### src/rtl/counter_pkg.sv
// Shared constants and helpers for the modulo-N counter family.
// Direction and mode encodings are shared by every counter variant and its users.
package counter_pkg;

    localparam logic DIR_UP   = 1'b1;
    localparam logic DIR_DOWN = 1'b0;

    localparam int MODE_WRAP = 0;
    localparam int MODE_SAT  = 1;

    // Ceiling log2; returns 0 for values <= 1.
    function automatic int clog2(input int value);
        int result;
        int rem;
        result = 0;
        rem    = value - 1;
        while (rem > 0) begin
            result = result + 1;
            rem    = rem >> 1;
        end
        return result;
    endfunction

endpackage

### src/rtl/tick_prescaler.sv
// Divides enabled cycles by PRESCALE, producing a one-cycle step strobe.
// The phase register is held while en is low, so the cadence survives enable gaps.
module tick_prescaler
    import counter_pkg::*;
#(
    parameter int PRESCALE = 1
) (
    input  logic refresh_clock,
    input  logic reset,
    input  logic en,
    input  logic clear,
    output logic step
);

    // Keep at least one bit so PRESCALE=1 still elaborates; the phase then stays at 0.
    localparam int PW = (clog2(PRESCALE) < 1) ? 1 : clog2(PRESCALE);
    localparam logic [PW-1:0] LAST_PHASE = PW'(PRESCALE - 1);

    logic [PW-1:0] phase_q;
    logic [PW-1:0] phase_d;

    assign step = en && (phase_q == LAST_PHASE);

    always_comb begin
        phase_d = phase_q;
        if (clear) begin
            phase_d = '0;
        end else if (step) begin
            phase_d = '0;
        end else if (en) begin
            phase_d = phase_q + 1'b1;
        end
    end

    always_ff @(posedge refresh_clock) begin
        if (reset) begin
            phase_q <= '0;
        end else begin
            phase_q <= phase_d;
        end
    end

endmodule

### src/rtl/modn_updown_counter.sv
// Modulo-N up/down counter with prescaler, clamped parallel load, wrap/saturate
// bounds and a one-cycle carry pulse for cascading digit chains.
module modn_updown_counter
    import counter_pkg::*;
#(
    parameter int WIDTH    = 4,
    parameter int MODULUS  = 10,
    parameter int PRESCALE = 1,
    parameter int SATURATE = 0
) (
    input  logic             refresh_clock,
    input  logic             reset,
    input  logic             en,
    input  logic             up,
    input  logic             load,
    input  logic [WIDTH-1:0] load_value,
    output logic [WIDTH-1:0] count,
    output logic             tick,
    output logic             carry_out,
    output logic             at_max,
    output logic             at_zero
);

    localparam logic [WIDTH-1:0] MAX_VAL  = WIDTH'(MODULUS - 1);
    // One extra bit so MODULUS == 2**WIDTH is representable in the load clamp.
    localparam logic [WIDTH:0]   MOD_EXT  = (WIDTH + 1)'(MODULUS);
    localparam bit               SAT_MODE = (SATURATE != MODE_WRAP);

    logic [WIDTH-1:0] count_q;
    logic [WIDTH-1:0] count_d;
    logic             tick_q;
    logic             tick_d;
    logic             carry_q;
    logic             carry_d;
    logic             step;

    function automatic logic [WIDTH-1:0] clamp_load(input logic [WIDTH-1:0] value);
        if ({1'b0, value} < MOD_EXT) begin
            return value;
        end
        return MAX_VAL;
    endfunction

    tick_prescaler #(
        .PRESCALE(PRESCALE)
    ) u_prescaler (
        .refresh_clock(refresh_clock),
        .reset        (reset),
        .en           (en),
        .clear        (load),
        .step         (step)
    );

    always_comb begin
        count_d = count_q;
        tick_d  = 1'b0;
        carry_d = 1'b0;
        if (load) begin
            count_d = clamp_load(load_value);
        end else if (step) begin
            tick_d = 1'b1;
            if (up == DIR_UP) begin
                if (count_q == MAX_VAL) begin
                    if (!SAT_MODE) begin
                        count_d = '0;
                        carry_d = 1'b1;
                    end
                end else begin
                    count_d = count_q + 1'b1;
                end
            end else begin
                if (count_q == '0) begin
                    if (!SAT_MODE) begin
                        count_d = MAX_VAL;
                        carry_d = 1'b1;
                    end
                end else begin
                    count_d = count_q - 1'b1;
                end
            end
        end
    end

    always_ff @(posedge refresh_clock) begin
        if (reset) begin
            count_q <= '0;
            tick_q  <= 1'b0;
            carry_q <= 1'b0;
        end else begin
            count_q <= count_d;
            tick_q  <= tick_d;
            carry_q <= carry_d;
        end
    end

    assign count     = count_q;
    assign tick      = tick_q;
    assign carry_out = carry_q;
    assign at_max    = (count_q == MAX_VAL);
    assign at_zero   = (count_q == '0);

endmodule

### config.mk
export PLATFORM = sky130hd
export DESIGN_NAME = modn_updown_counter
export DESIGN_NICKNAME = d
export VERILOG_FILES = /design/src/rtl/counter_pkg.sv /design/src/rtl/tick_prescaler.sv /design/src/rtl/modn_updown_counter.sv
export SDC_FILE = /design/constraint.sdc
export NUM_CORES = 1
export LEC_CHECK = 0
export ABC_AREA = 1
export CAP_MARGIN = 15
export CORE_AREA = 2 2 39 41
export DETAILED_ROUTE_END_ITERATION = 7
export DIE_AREA = 0 0 41 43
export GPL_TIMING_DRIVEN = 0
export PLACE_DENSITY_LB_ADDON = 0.1
export REMOVE_ABC_BUFFERS = 1
export SYNTH_ARGS = -nofsm -noshare
export SYNTH_HDL_FRONTEND = slang
export SYNTH_SLANG_ARGS = --single-unit
### constraint.sdc
create_clock -name refresh_clock -period 1.5 [get_ports refresh_clock]
set_clock_uncertainty 0.1 [all_clocks]
set_input_delay 0.3 -clock refresh_clock [delete_from_list [all_inputs] [get_ports refresh_clock]]
set_output_delay 0.3 -clock refresh_clock [all_outputs]
set_load 0.05 [all_outputs]
==> results.md, run 1 <==
* PortBufs at 16
* Wirelength per Cell at 9.42 microns
* P_leak at 0.315 nW
* Kind of cell adding the most delay to the critical path: flip-flops
* Final Slew Violations at 0
* Post-CTS Hold Buffers at 0
* Tightest Hold Check Type: reg -> reg
* Synth cell types at 17
* Non-Filler Instances at 113
* Share of cells above drive strength 1 at 0.309
* Final setup fails at 0
* Die width at 41 microns
* Vias/cell at 4.70
* Pin count of the biggest net entering global routing at 9
* Post-synthesis mux area share at 0
* CP required at 1100 ps
* Final hold vios at 0
* Area growth syn-to-layout at 58.8%
* Avg Cell Area, Syn at 6.03 sq um
* Via count at 531
* DR DRC count at 0
* Post-synth EDFFs at 0
* DP Cell Count at 105
* # fillers at 166
* First-pass GRT wire length at 1870 microns
* H-tree levels at 1
* FF/Latch Area at 153 sq um
* Chip Height at 43 microns
* Period utilisation layout at 0.989
* Max-cap check violation count at 0
* Worst EP arrival at 1080 ps
* Sequential share of the synthesized area at 0.318
* Syn Inst Count at 73
* # rows at 14
* CTS Buffer Depth at 2
* CTS clk-pin slew, worst paths at 50 ps
* Crit end category: primary output
* CTS tree: done
* Placeable Area at 0.00138 sq mm
* Initial DRC Count at 2
* Pwr/cell area at 869 mW/mm^2
* Crit path max fanout at 7
* GR Util All Layers at 0.158
* Mapped cell area at 440 sq um
* Xor/xnor share of the synthesized area at 0
* Synth Area in Compound Gates at 0.199
* Num CTS Buffers at 3
* DIE AREA at 0.00176 sq mm
* Final instance area at 699 sq um
* Slew @ Worst Pin at 278 ps
* Nets at 107
* Initial antenna violation count at 0
* DPL Wire Length at 816 microns
* Area taken by multi-input logic gates at 270 sq um
* CP max stage delay at 370 ps
* Buf+Inv Stages, Crit Path at 2
* Unrepaired setup endpoints after global routing: yes
* Minimum clock period at 1480 ps
* Diodes inserted at 0
* CTS Sinks at 7
* Vias in the first global route at 484
* I/O pins at 17
* Simple-gate portion of the synthesized area at 0.381
* Drt total wl at 1070 microns
* Top_reg_cell synth: dfxtp_1
* Total gr overflow at 0
* FMAX at 0.674 GHz
* Final core occ at 0.505
* Run status: completed
* Clock Tree Root: clkbuf_4
* Initial Util at 0.318
* Post-synthesis adder-cell area fraction at 0
* #FFs+latches synth at 7
* GPL Wtd Cong at 0.768
* Post-DRT Antenna Nets at 0
* DRT Pass-1 Iters at 3
* Yosys Warn Count at 0
* Element type at the critical path start: flop
* Skew-Pair Late Insertion Delay at 250 ps
* Asr flop ratio synth at 0
* Maximum vdd drop at 0.552 mV
* Placed Area at 621 sq um
* Largest family of logic cells by synthesized area: simple AND/OR/NAND/NOR gates
* Worst path slowest cell: dfxtp_4
* Crit-path cells: nor2_4 -> nand3_2 -> inv_2 -> buf_8
* Slew HR at 0.816
* Setup CP Type: reg -> out
per-layer routing:
layer	part of all wire	global-route usage
met1	0.45	0.183
met2	0.48	0.241
met3	0.066	0.0942
met4	0.010	0.0400
met5	0	0
what timing repair did:
| action | in CTS | in global routing |
|---|---|---|
| buffers inserted | 2 | 2 |
| resized for setup | 35 | 12 |
| setup endpoints to repair | 8 | 6 |
| endpoints found under the hold margin | 0 | 0 |
| pin swaps | 2 | 3 |
power breakdown:
group / internal, mW / total, mW / leakage (nW) / switching (mW)
combinational: 0.0890 / 0.221 / 0.240 / 0.132
clock: 0.101 / 0.170 / 0.0150 / 0.0684
sequential: 0.198 / 0.217 / 0.0597 / 0.0197
synth_stat cells, types with 2 or more instances:
library cell  instances  area share
nand2_1              19        0.16
o211ai_1              2       0.034
nor2_1               11       0.094
o21ai_0               3       0.034
inv_2                 3       0.026
nor2_2                3       0.043
a21oi_1               5       0.057
o21ai_1               2       0.023
nand3_1               4       0.045
dfxtp_1               7        0.32
clkinv_1              2       0.017
inv_1                 7       0.060
state kept, by name, summed over array words and instances, names as in the netlist:
signal,count
u_prescaler.phase_q,1
count,4
carry_out,1
tick,1
cells in the final DEF, fill, tap and decap left out:
| cell type | n |
|---|---|
| clkbuf_4 | 3 |
| buf_4 | 4 |
| o21ai_0 | 3 |
| clkdlybuf4s50_1 | 8 |
| buf_6 | 1 |
| dfxtp_2 | 1 |
| buf_8 | 1 |
| o31ai_1 | 1 |
| a21oi_1 | 5 |
| nand3_1 | 4 |
| clkbuf_2 | 2 |
| a21oi_2 | 1 |
| clkinv_1 | 2 |
| nor2_1 | 10 |
| dfxtp_4 | 3 |
| nor2_4 | 2 |
| nand2_2 | 1 |
| inv_2 | 4 |
| nor2_2 | 2 |
| a31oi_1 | 1 |
| inv_1 | 6 |
| nand3_2 | 1 |
| o21ai_1 | 2 |
| dfxtp_1 | 3 |
| buf_2 | 1 |
| clkdlybuf4s15_2 | 3 |
| clkbuf_1 | 1 |
| nand4_1 | 1 |
| o211ai_1 | 2 |
| nand2_1 | 18 |
per-stage QoR:
step                      power (mW)  setup slack (ps)  hold WS (ps)  TNS, ps
after floorplan                0.348              -403           262    -1060
after CTS                      0.599             -22.6           343    -22.6
final                          0.608              16.5           350        0
after global routing           0.652             -52.5           385    -52.5
after detailed placement       0.420              -505           336    -2150
after global placement         0.420              -505           334    -2160
layout make-up:
cell class                 instances  area share
clock buffer                       4      0.0376
tap                               16      0.0286
inverter                          12      0.0644
multi-input combinational         54       0.386
sequential                         7       0.218
timing repair buffer              20       0.265
path summary, 6_finish.rpt:
path                  startpoint             endpoint  slack, ps  cells past startpoint
max reg2reg             count[0]             count[1]        180                      9
min reg2reg  u_prescaler.phase_q  u_prescaler.phase_q        350                      2
min          u_prescaler.phase_q  u_prescaler.phase_q        350                      2
max                     count[0]              at_zero         20                      4
kinds of logic after synthesis:
kind of cell,Yosys count
buf+inv,12
flops,7
simple gates,39
compound gates,15
worst reg2reg max path, cell delays in order (launching register included):
cell      delay [ps]
dfxtp_4          370
buf_4            140
nand2_1           70
clkinv_1          60
nor2_1           120
nor2_1            50
o21ai_1           70
nand2_1           70
a21oi_1          120
nor2_1            60
Power figures use the tool's default switching activity.
==> run 2: changes to the inputs <==
--- a/config.mk
+++ b/config.mk
@@ -10,6 +10,7 @@
 export CORE_AREA = 2 2 39 41
 export DETAILED_ROUTE_END_ITERATION = 7
 export DIE_AREA = 0 0 41 43
+export DONT_BUFFER_PORTS = 1
 export GPL_TIMING_DRIVEN = 0
 export PLACE_DENSITY_LB_ADDON = 0.1
 export REMOVE_ABC_BUFFERS = 1
==> run 2 against run 1 <==
Net effect: the run now ends with negative setup slack left; maximum frequency is 6.0% lower; cell count is 13% lower; via count is 7.7% lower; first-iteration DRC count grew to 3.0 times the previous value; die area stayed put; non-clock buffer count is 15 lower; sequential share of layout area is 4.6 points higher; sequential power is 21% higher; combinational power is 33% lower; largest cell class unchanged.
==> results.md, run 2 (synthesis gave the netlist of run 1 again) <==
* # rows at 14
* Initial DRC Count at 6
* Placeable Area at 0.00138 sq mm
* Nets at 92
* CTS clk-pin slew, worst paths at 60 ps
* # fillers at 162
* Num CTS Buffers at 3
* Crit path max fanout at 8
* H-tree levels at 1
* Initial antenna violation count at 0
* Period utilisation layout at 1.05
* Slew HR at 0.687
* DPL Wire Length at 800 microns
* Die width at 41 microns
* CTS Buffer Depth at 2
* GR Util All Layers at 0.165
* PortBufs at 0
* Final Worst Setup Slack at -78.0 ps
* Maximum vdd drop at 0.441 mV
* CP required at 1100 ps
* DRT Pass-1 Iters at 4
* Max-cap check violation count at 0
* Diodes inserted at 0
* Run status: complete, but fails checks
* Pwr/cell area at 991 mW/mm^2
* Share of cells above drive strength 1 at 0.293
* Minimum clock period at 1580 ps
* Element type at the critical path start: flop
* Most frequent cells in the layout: 17 x nand2_1, 10 x nor2_1, 5 x inv_1, 5 x a21oi_1
* Vias/cell at 5.00
* Final hold vios at 0
* Via count at 490
* Max reg flops at 4
* CTS Sinks at 7
* Hold slack at 107 ps
* Initial Util at 0.318
* Area growth syn-to-layout at 33.5%
* FMAX at 0.634 GHz
* Final setup fails at 2
* Drt total wl at 1170 microns
* Worst EP arrival at 1180 ps
* I/O pins at 17
* Wirelength per Cell at 11.9 microns
* Final Slew Violations at 0
* Chip Height at 43 microns
* CTS tree: done
* DR DRC count at 0
* P_leak at 0.251 nW
* First-pass GRT wire length at 1910 microns
* Most common cell after layout, fill and taps aside: nand2_1
* Slew @ Worst Pin at 469 ps
* Tightest Hold Check Type: in -> reg
* Placed Area at 460 sq um
* Post-DRT Antenna Nets at 0
* DIE AREA at 0.00176 sq mm
* Crit end category: primary output
* Clock Tree Root: clkbuf_4
* Final instance area at 588 sq um
* Failing checks: negative setup slack
* Unrepaired setup endpoints after global routing: yes
* Pre-CTS setup slack at -615 ps
* Total gr overflow at 0
* Pin count of the biggest net entering global routing at 9
* Skew-Pair Late Insertion Delay at 250 ps
* Setup CP Type: reg -> out
* Vias in the first global route at 431
* GPL Wtd Cong at 0.746
run 2: cell count changes in the layout (fill, tap and decap cells not counted), moves of 2 or more:
cell,delta
clkdlybuf4s15_2,-3
nand2_4,+2
clkbuf_2,-2
clkdlybuf4s50_1,-8
inv_2,-2
run 2: per-layer routing:
| metal | GRT usage | vias to the layer above | routed length, microns |
|---|---|---|---|
| met2 | 0.247 | 10 | 621 |
| met3 | 0.0890 | 2 | 58 |
| met1 | 0.200 | 222 | 485 |
| li1 | - | 256 | - |
| met4 | 0.0400 | 0 | 4 |
| met5 | 0 | - | 0 |
run 2: timing repair:
| action | CTS | global route |
|---|---|---|
| resized for setup | 20 | 1 |
| setup endpoints to repair | 6 | 4 |
| pin swaps | 3 | 3 |
| buffers inserted | 2 | 2 |
| hold buffers | 1 | 0 |
| hold endpoints to repair | 2 | 0 |
run 2: final timing paths:
path,start,to,slack [ps],cells past startpoint
setup reg to reg,count[3],count[3],10,7
hold reg to reg,u_prescaler.phase_q,u_prescaler.phase_q,340,2
setup / recovery,count[3],at_max,-80,2
hold / removal,en,u_prescaler.phase_q,110,3
run 2: worst max-delay path, cell delays in order (launching register included):
cell and delay, ps:
dfxtp_4 500, nand2_4 80, nor2_4 330
run 2: cell type report:
class,instances,area [sq um],area share
Clock buffer,4,26.3,0.0447
Inverter,12,56.3,0.0957
Multi-Input combinational cell,54,290,0.494
Sequential cell,7,155,0.264
Tap cell,16,20.0,0.0340
Timing Repair Buffer,5,40.0,0.0681
run 2: stage by stage:
stage / utilization / power [mW] / cells / setup TNS (ps)
floorplan: - / 0.348 / 73 / -1060
global placement: 0.333 / 0.369 / 89 / -1940
detailed placement: 0.333 / 0.368 / 89 / -1930
CTS: 0.412 / 0.582 / 96 / -143
global route: 0.425 / 0.621 / 98 / -273
finish: 0.425 / 0.583 / 98 / -149
run 2: report_power, final:
group	total (mW)	internal (mW)	leakage [nW]	switching, mW
Sequential	0.262	0.197	0.0600	0.0647
Combinational	0.147	0.0559	0.176	0.0912
Clock	0.174	0.102	0.0150	0.0721
==> run 3: changes to the inputs <==
--- a/config.mk
+++ b/config.mk
@@ -13,7 +13,6 @@
 export DONT_BUFFER_PORTS = 1
 export GPL_TIMING_DRIVEN = 0
 export PLACE_DENSITY_LB_ADDON = 0.1
-export REMOVE_ABC_BUFFERS = 1
 export SYNTH_ARGS = -nofsm -noshare
 export SYNTH_HDL_FRONTEND = slang
 export SYNTH_SLANG_ARGS = --single-unit
==> constraint.sdc (replaced) <==
create_clock -name refresh_clock -period 1.6 [get_ports refresh_clock]
set_clock_uncertainty 0.1 [all_clocks]
set_input_delay 0.32 -clock refresh_clock [delete_from_list [all_inputs] [get_ports refresh_clock]]
set_output_delay 0.32 -clock refresh_clock [all_outputs]
set_load 0.05 [all_outputs]
==> run 3 against run 2 <==
Net effect: the flow now finishes without violations; register-to-register slack better by 150 ps; global-route usage down 1.6 points; final area down 3.4%; largest power group unchanged; clock power is 5% lower; combinational power is 12% lower.
==> results.md, run 3 (synthesis gave the netlist of run 1 again) <==
* Tightest Hold Check Type: in -> reg
* Max reg flops at 4
* Total gr overflow at 0
* CP startpoint: count[3]
* R2r setup slk at 160 ps
* Area growth syn-to-layout at 29.0%
* Share of cells above drive strength 1 at 0.272
* DIE AREA at 0.00176 sq mm
* Final hold vios at 0
* R2R Path End: count[3]
* Unrepaired setup endpoints after global routing: yes
* Most common cell after layout, fill and taps aside: nand2_1
* Period utilisation layout at 0.994
* Placed Area at 473 sq um
* Final Worst Setup Slack at 8.97 ps
* CP Capture Point: at_zero
* Initial Util at 0.318
* Max-cap check violation count at 0
* DRT Pass-1 Iters at 4
* Element type at the critical path start: flop
* Chip Height at 43 microns
* GPL Wtd Cong at 0.752
* Setup Total Neg Slack at 0 ps
* # fillers at 166
* First-pass GRT wire length at 1770 microns
* Hold slack at 20.7 ps
* Post-DRT Antenna Nets at 0
* Slew HR at 0.687
* Worst EP arrival at 1170 ps
* Clock Tree Root: clkbuf_4
* CP required at 1180 ps
* CTS Buffer Depth at 2
* FMAX at 0.629 GHz
* Setup CP Type: reg -> out
* R2r startpoint: count[3]
* Skew-Pair Late Insertion Delay at 250 ps
* Final setup fails at 0
* Vias/cell at 4.80
* I/O pins at 17
* Wirelength per Cell at 10.9 microns
* Final instance area at 568 sq um
* Crit path max fanout at 8
* Final Slew Violations at 0
* Pre-CTS setup slack at -140 ps
* # rows at 14
* Slew @ Worst Pin at 469 ps
* GR Util All Layers at 0.149
* Nets at 91
* PortBufs at 0
* Via count at 466
* Initial antenna violation count at 0
* CTS clk-pin slew, worst paths at 50 ps
* CTS Sinks at 7
* WHS Path Cells at 1
* Pin count of the biggest net entering global routing at 9
* Vias in the first global route at 419
* Pwr/cell area at 948 mW/mm^2
* Placeable Area at 0.00138 sq mm
* Crit end category: primary output
* CTS tree: done
* Reg2Reg Depth at 7
* H-tree levels at 1
* DR DRC count at 0
* DPL Wire Length at 771 microns
* Minimum clock period at 1590 ps
* Most frequent cells in the layout: 17 x nand2_1, 11 x nor2_1, 5 x inv_1, 5 x a21oi_1
* P_leak at 0.244 nW
* Synthesized Nets at 82
* Num CTS Buffers at 3
* Drt total wl at 1060 microns
* Diodes inserted at 0
* Die width at 41 microns
* Maximum vdd drop at 0.449 mV
* Initial DRC Count at 4
* Run status: completed
[run 3: cell count changes in the layout (fill, tap and decap cells not counted), sizes merged]
cell / before / now
buf: 4 / 3
[run 3: how the worst min path moves through the flow]
stage / slack, ps / startpoint / to
2_1_floorplan: 280 / reset / count[3]
3_3_place_gp: 280 / reset / count[3]
3_5_place_dp: 280 / reset / count[3]
4_1_cts: 6 / reset / count[3]
5_1_grt: 20 / reset / count[0]
6_report: 20 / reset / count[0]
[run 3: stage by stage]
step	power (mW)	utilization	std cells
floorplan	0.333	-	73
global route	0.571	0.410	97
detailed placement	0.352	0.342	89
CTS	0.538	0.396	95
global placement	0.352	0.342	89
finish	0.539	0.410	97
[run 3: worst max-delay path, cell delays in order (launching register included)]
cell	delay [ps]
dfxtp_4	490
inv_2	70
nand3_2	110
clkinvlp_4	240
[run 3: what timing repair did]
| action | 4_1_cts | 5_1_grt |
|---|---|---|
| buffers inserted | 2 | 1 |
| hold endpoints to repair | 0 | 1 |
| cloned | 0 | 0 |
| setup endpoints to repair | 3 | 2 |
| pin swaps | 3 | 2 |
| hold buffers | 0 | 1 |
| resized for setup | 12 | 1 |
[run 3: layer usage]
metal | wire length [microns] | GRT usage | vias up
met5 | 0 | 0 | -
met3 | 88 | 0.0838 | 2
li1 | - | - | 252
met1 | 475 | 0.194 | 201
met2 | 494 | 0.206 | 11
met4 | 3 | 0.0400 | 0
[run 3: cell type report]
type | count | area, sq um | share of cell area
clock buffers | 4 | 26.3 | 0.0463
inverters | 12 | 53.8 | 0.0947
multi-input cells | 54 | 280 | 0.493
flip-flops and latches | 7 | 155 | 0.273
well taps | 16 | 20.0 | 0.0352
repair buffers | 4 | 32.5 | 0.0573
[run 3: power by group]
part	switching, mW	internal, mW
Sequential	0.0592	0.185
Combinational	0.0799	0.0497
Clock	0.0695	0.0954
==> RTL edit 1 (flow settings as in run 1) <==
Remove the register `tick_q`: a continuous assignment takes its place, so the output `tick` follows one clock earlier.
--- a/src/rtl/modn_updown_counter.sv
+++ b/src/rtl/modn_updown_counter.sv
@@ -86,3 +86,2 @@
             count_q <= '0;
-            tick_q  <= 1'b0;
             carry_q <= 1'b0;
@@ -90,3 +89,2 @@
             count_q <= count_d;
-            tick_q  <= tick_d;
             carry_q <= carry_d;
@@ -94,2 +92,4 @@
     end
+
+    assign tick_q = tick_d;
 
Behaviour: not the same (a bounded check fails within 4 cycles, from zero or initial values and one cycle with reset high).
==> RTL edit 1 against run 1 <==
  * Synthesized area up 0.85%
  * Power shrank 8.7%
  * Clock power fell by 12%
  * Highest routed layer unchanged
  * First-iteration DRC count grew to 4.0 times the old value
  * Critical path type unchanged
  * Synthesized cell count down 1.4%
  * Wire length is 2.3% higher
  * Sequential cell count decreased by 1
  * Setup slack gained 0.030 ns
  * Final area shrank 1.3%
==> RTL edit 1: results (changes against run 1) <==
Num CTS Buffers -> 3 (unchanged)
Crit path arrival time -> 1.05 ns (-0.03 ns)
Worst VDD drop -> 413 uV (-25%)
First-iteration detailed-routing DRC count -> 8 (+6)
R2R setup slack -> 0.30 ns (+0.12 ns)
HP Start -> en
Status -> finished clean
Max FFs per register -> 4 (unchanged)
Total power draw -> 0.555 mW (-8.7%)
WL met2 -> 497 um (-2.4%)
PortBufs -> 16 (unchanged)
Largest net degree at the start of global routing -> 10 (+1)
Area after DPL -> 613 um^2 (-1.2%)
Max Fanout on Critical Path -> 1 (-6)
R2R depth -> 9 (unchanged)
Hold path cells -> 2 (unchanged)
Initial antenna violation count -> 0 (unchanged)
Worst reg2reg path startpoint -> count[2]$_SDFFE_PP0P_
LEAKAGE -> 0.322 nW (+2.2%)
Main flop type after synthesis -> dfxtp_1
Grt met3 use -> 0.0314 (-0.0628)
Detailed-route via count -> 525 (-1.1%)
Clk_lat worst skew -> 0.24 ns
Dpl ws -> -0.761 ns (-0.256 ns)
Placer Congestion -> 0.732 (-4.7%)
CP peak stage delay -> 0.52 ns (+0.15 ns)
Routed met1 length -> 498 um (+5.1%)
Worst-Margin Slew -> 0.483 ns (+0.205 ns)
Met1 GRT Util -> 0.184 (+0.00177)
Internal Power -> 0.348 mW (-10%)
HP Class -> in -> reg
Sequential area share after synthesis -> 0.270 (-0.0478)
Cell variety after synth -> 18 (+1)
Top post-synthesis cells by area -> dfxtp_1, nand2_1, nor2_4, inv_1, a21oi_1
Critical Path Sink -> carry_out
Layout cells sized above 1 -> 0.312 (+0.00255)
Vias in the first global route -> 436 (-9.9%)
Dpl cells -> 103 (-1.9%)
Via density -> 4.82 (+2.5%)
Hold WS -> 0.182 ns (-0.168 ns)
TritonRoute pass-1 iters -> 5 (+2)
Root Buffer -> clkbuf_4
Antenna Cells -> 0 (unchanged)
Final critical-path share of the clock period -> 0.969 (-0.0200)
CP delay by family, top -> buffers and inverters
Hold Path Sink -> u_prescaler.phase_q$_SDFFE_PP0P_
Setup crit start -> carry_out$_SDFF_PP0_
Grt met2 use -> 0.213 (-0.0281)
Post-DP HPWL -> 823 um (+0.94%)
Logic power comb -> 0.217 mW (-2%)
Synth Area per Inst -> 6.17 um^2 (+2.3%)
All-Layer GR Usage -> 0.144 (-0.0146)
Metal3 WL -> 73 um (+4.3%)
Clk. pwr -> 0.149 mW (-12%)
RR Endpoint -> count[3]$_SDFFE_PP0P_
CP max-delay cell -> dlygate4sd2_1
DR WL/cell -> 9.99 um (+6.0%)
Asr flop ratio synth -> 0 (unchanged)
First-pass GRT wire length -> 1.70 mm (-8.8%)
Post-synth top cells -> nand2_1, inv_1, dfxtp_1
[RTL edit 1: what timing repair did]
action,4_1_cts,5_1_grt
pin swaps,0,2
setup buffers,1,2
setup endpoints to repair,8,4
cloned,0,0
gates resized for setup,40,10
[RTL edit 1: cell type report]
| type | count | area [um^2] |
|---|---|---|
| Sequential cell | 6 | 130 |
| Tap cell | 16 | 20.0 |
| Timing Repair Buffer | 19 | 193 |
| Inverter | 11 | 41.3 |
| Clock buffer | 3 | 22.5 |
| Fill cell | 154 | 693 |
| Multi-Input combinational cell | 54 | 284 |
[RTL edit 1: cells by family after synthesis]
group	after synthesis	share of synthesized area
buffers and inverters	12	0.118
AO/OA/AOI/OAI	13	0.161
flip-flops	6	0.270
AND/OR/NAND/NOR	41	0.451
[RTL edit 1: worst register-to-register path: cells and delay by family, from the launching register on]
| kind | cells | cell delay [ns] |
|---|---|---|
| DFF | 1 | 0.37 |
| and+or+nand+nor | 6 | 0.33 |
| buffers and inverters | 2 | 0.22 |
| AOI/OAI and AO/OA | 1 | 0.11 |
==> RTL edit 2 (flow settings as in run 1) <==
Made on the original files. The parameter `WIDTH` goes from 4 to 6.
--- a/src/rtl/modn_updown_counter.sv
+++ b/src/rtl/modn_updown_counter.sv
@@ -5,3 +5,3 @@
 #(
-    parameter int WIDTH    = 4,
+    parameter int WIDTH    = 6,
     parameter int MODULUS  = 10,
Interface: changed (resized count and load_value); port bits go from 17 to 21. The function was not compared with the original's and may differ.
==> RTL edit 2 against run 1 <==
  * The flow now finishes with violations (setup timing)
  * Register-to-register slack worse by 0.27 ns
  * Die area did not move
  * Power increased by 47%
  * Synthesized area rose by 68%
  * Wire length is 130% higher
  * Final cell count grew 50%
  * Combinational power up 90%
  * Final area up 74%
  * Sequential cell count is 2 higher
  * Setup slack lost 0.18 ns
  * Global-route usage increased by 9.8 points
  * Critical path type unchanged
  * Critical endpoint unchanged
  * Largest cell class unchanged
  * Largest power group unchanged
==> RTL edit 2: results (changes against run 1) <==
Slew HR -> 0.677 (-0.139)
Max Fanout on Critical Path -> 3 (-4)
Post-DP HPWL -> 1.25 mm (+54%)
Post-route cell area -> 0.00122 mm^2 (+74%)
TNS Setup -> -0.403 ns (-0.403 ns)
Largest net degree at the start of global routing -> 12 (+3)
Vias in the first global route -> 690 (+43%)
LEAKAGE -> 0.551 nW (+75%)
First-pass GRT wire length -> 3.04 mm (+62%)
Crit path arrival time -> 1.26 ns (+0.18 ns)
Final setup viols -> 4 (+4)
Sw Ratio -> 0.399 (+0.0377)
Worst VDD drop -> 613 uV (+11%)
Dpl ws -> -0.723 ns (-0.218 ns)
Area after DPL -> 940 um^2 (+51%)
First-iteration detailed-routing DRC count -> 55 (+53)
Layout cells sized above 1 -> 0.425 (+0.116)
Status -> complete, but fails checks
Sequential area share after synthesis -> 0.244 (-0.0741)
Cell variety after synth -> 22 (+5)
Top post-synthesis cells by area -> dfxtp_1, nand2_1, nand3_1, ha_1, inv_1
Violated checks -> setup timing
Fin worst setup slack -> -0.160 ns (-0.177 ns)
Detailed-route via count -> 919 (+73%)
Max FFs per register -> 6 (+2)
Dpl cells -> 151 (+44%)
RR Endpoint -> count[4]$_SDFFE_PP0P_
Clk_lat worst skew -> 0.27 ns (+0.02 ns)
PortBufs -> 20 (+4)
All-Layer GR Usage -> 0.256 (+0.0978)
==> RTL edit 2: changes by cell type in the layout (fill, tap and decap cells not counted), sizes merged, moves of 4 or more <==
| cell | run 1 | this run |
|---|---|---|
| xor2 | 0 | 4 |
| nand2 | 19 | 35 |
| inv | 10 | 18 |
| nand3 | 5 | 14 |
| buf | 7 | 19 |
| ha | 0 | 4 |
==> RTL edit 2: logic make-up after synthesis <==
| kind of cell | synth area share |
|---|---|
| simple gates | 0.422 |
| buf+inv | 0.117 |
| compound gates | 0.102 |
| flops | 0.244 |
| xor+xnor | 0.0475 |
| fa+ha+maj | 0.0678 |
==> RTL edit 2: power by group through the flow <==
stage	logic [mW]	registers [mW]	clock network [mW]
finish	0.420	0.283	0.191
global route	0.443	0.285	0.215
CTS	0.321	0.277	0.194
detailed placement	0.276	0.287	0
global placement	0.271	0.287	0
floorplan	0.144	0.322	0
==> RTL edit 2: area by class of cell <==
class,instances,share of cell area
clock buffer,4,0.0216
inverter,18,0.0617
multi-input combinational,88,0.477
sequential,9,0.160
tap,16,0.0164
timing repair buffer,34,0.263
==> RTL edit 2: metal layers <==
layer	global-route usage	vias up	routed length, um
met4	0.140	0	104
met2	0.375	59	1260
li1	-	440	-
met5	0	-	0
met3	0.0628	14	174
met1	0.330	406	918
==> RTL edit 2: worst min path at each step <==
stage	startpoint	to	slack (ns)	cells past startpoint
3_5_place_dp	u_prescaler.phase_q$_SDFFE_PP0P_	u_prescaler.phase_q$_SDFFE_PP0P_	0.32	2
3_3_place_gp	u_prescaler.phase_q$_SDFFE_PP0P_	u_prescaler.phase_q$_SDFFE_PP0P_	0.32	2
4_1_cts	u_prescaler.phase_q$_SDFFE_PP0P_	u_prescaler.phase_q$_SDFFE_PP0P_	0.33	2
6_report	u_prescaler.phase_q$_SDFFE_PP0P_	u_prescaler.phase_q$_SDFFE_PP0P_	0.34	2
2_1_floorplan	reset	count[5]$_SDFFE_PP0P_	0.26	1
5_1_grt	u_prescaler.phase_q$_SDFFE_PP0P_	u_prescaler.phase_q$_SDFFE_PP0P_	0.37	2
==> RTL edit 2: timing repair <==
item | in CTS | in global routing
buffers inserted | 4 | 10
pin swaps | 1 | 9
setup endpoints to repair | 17 | 9
resized for setup | 60 | 28
==> RTL edit 2: critical path: cells and delay by family, from the launching register on <==
family        cells  cell delay [ns]
buf+inv           4             0.40
fa+ha+maj         1             0.14
flops             1             0.36
simple gates      1             0.09
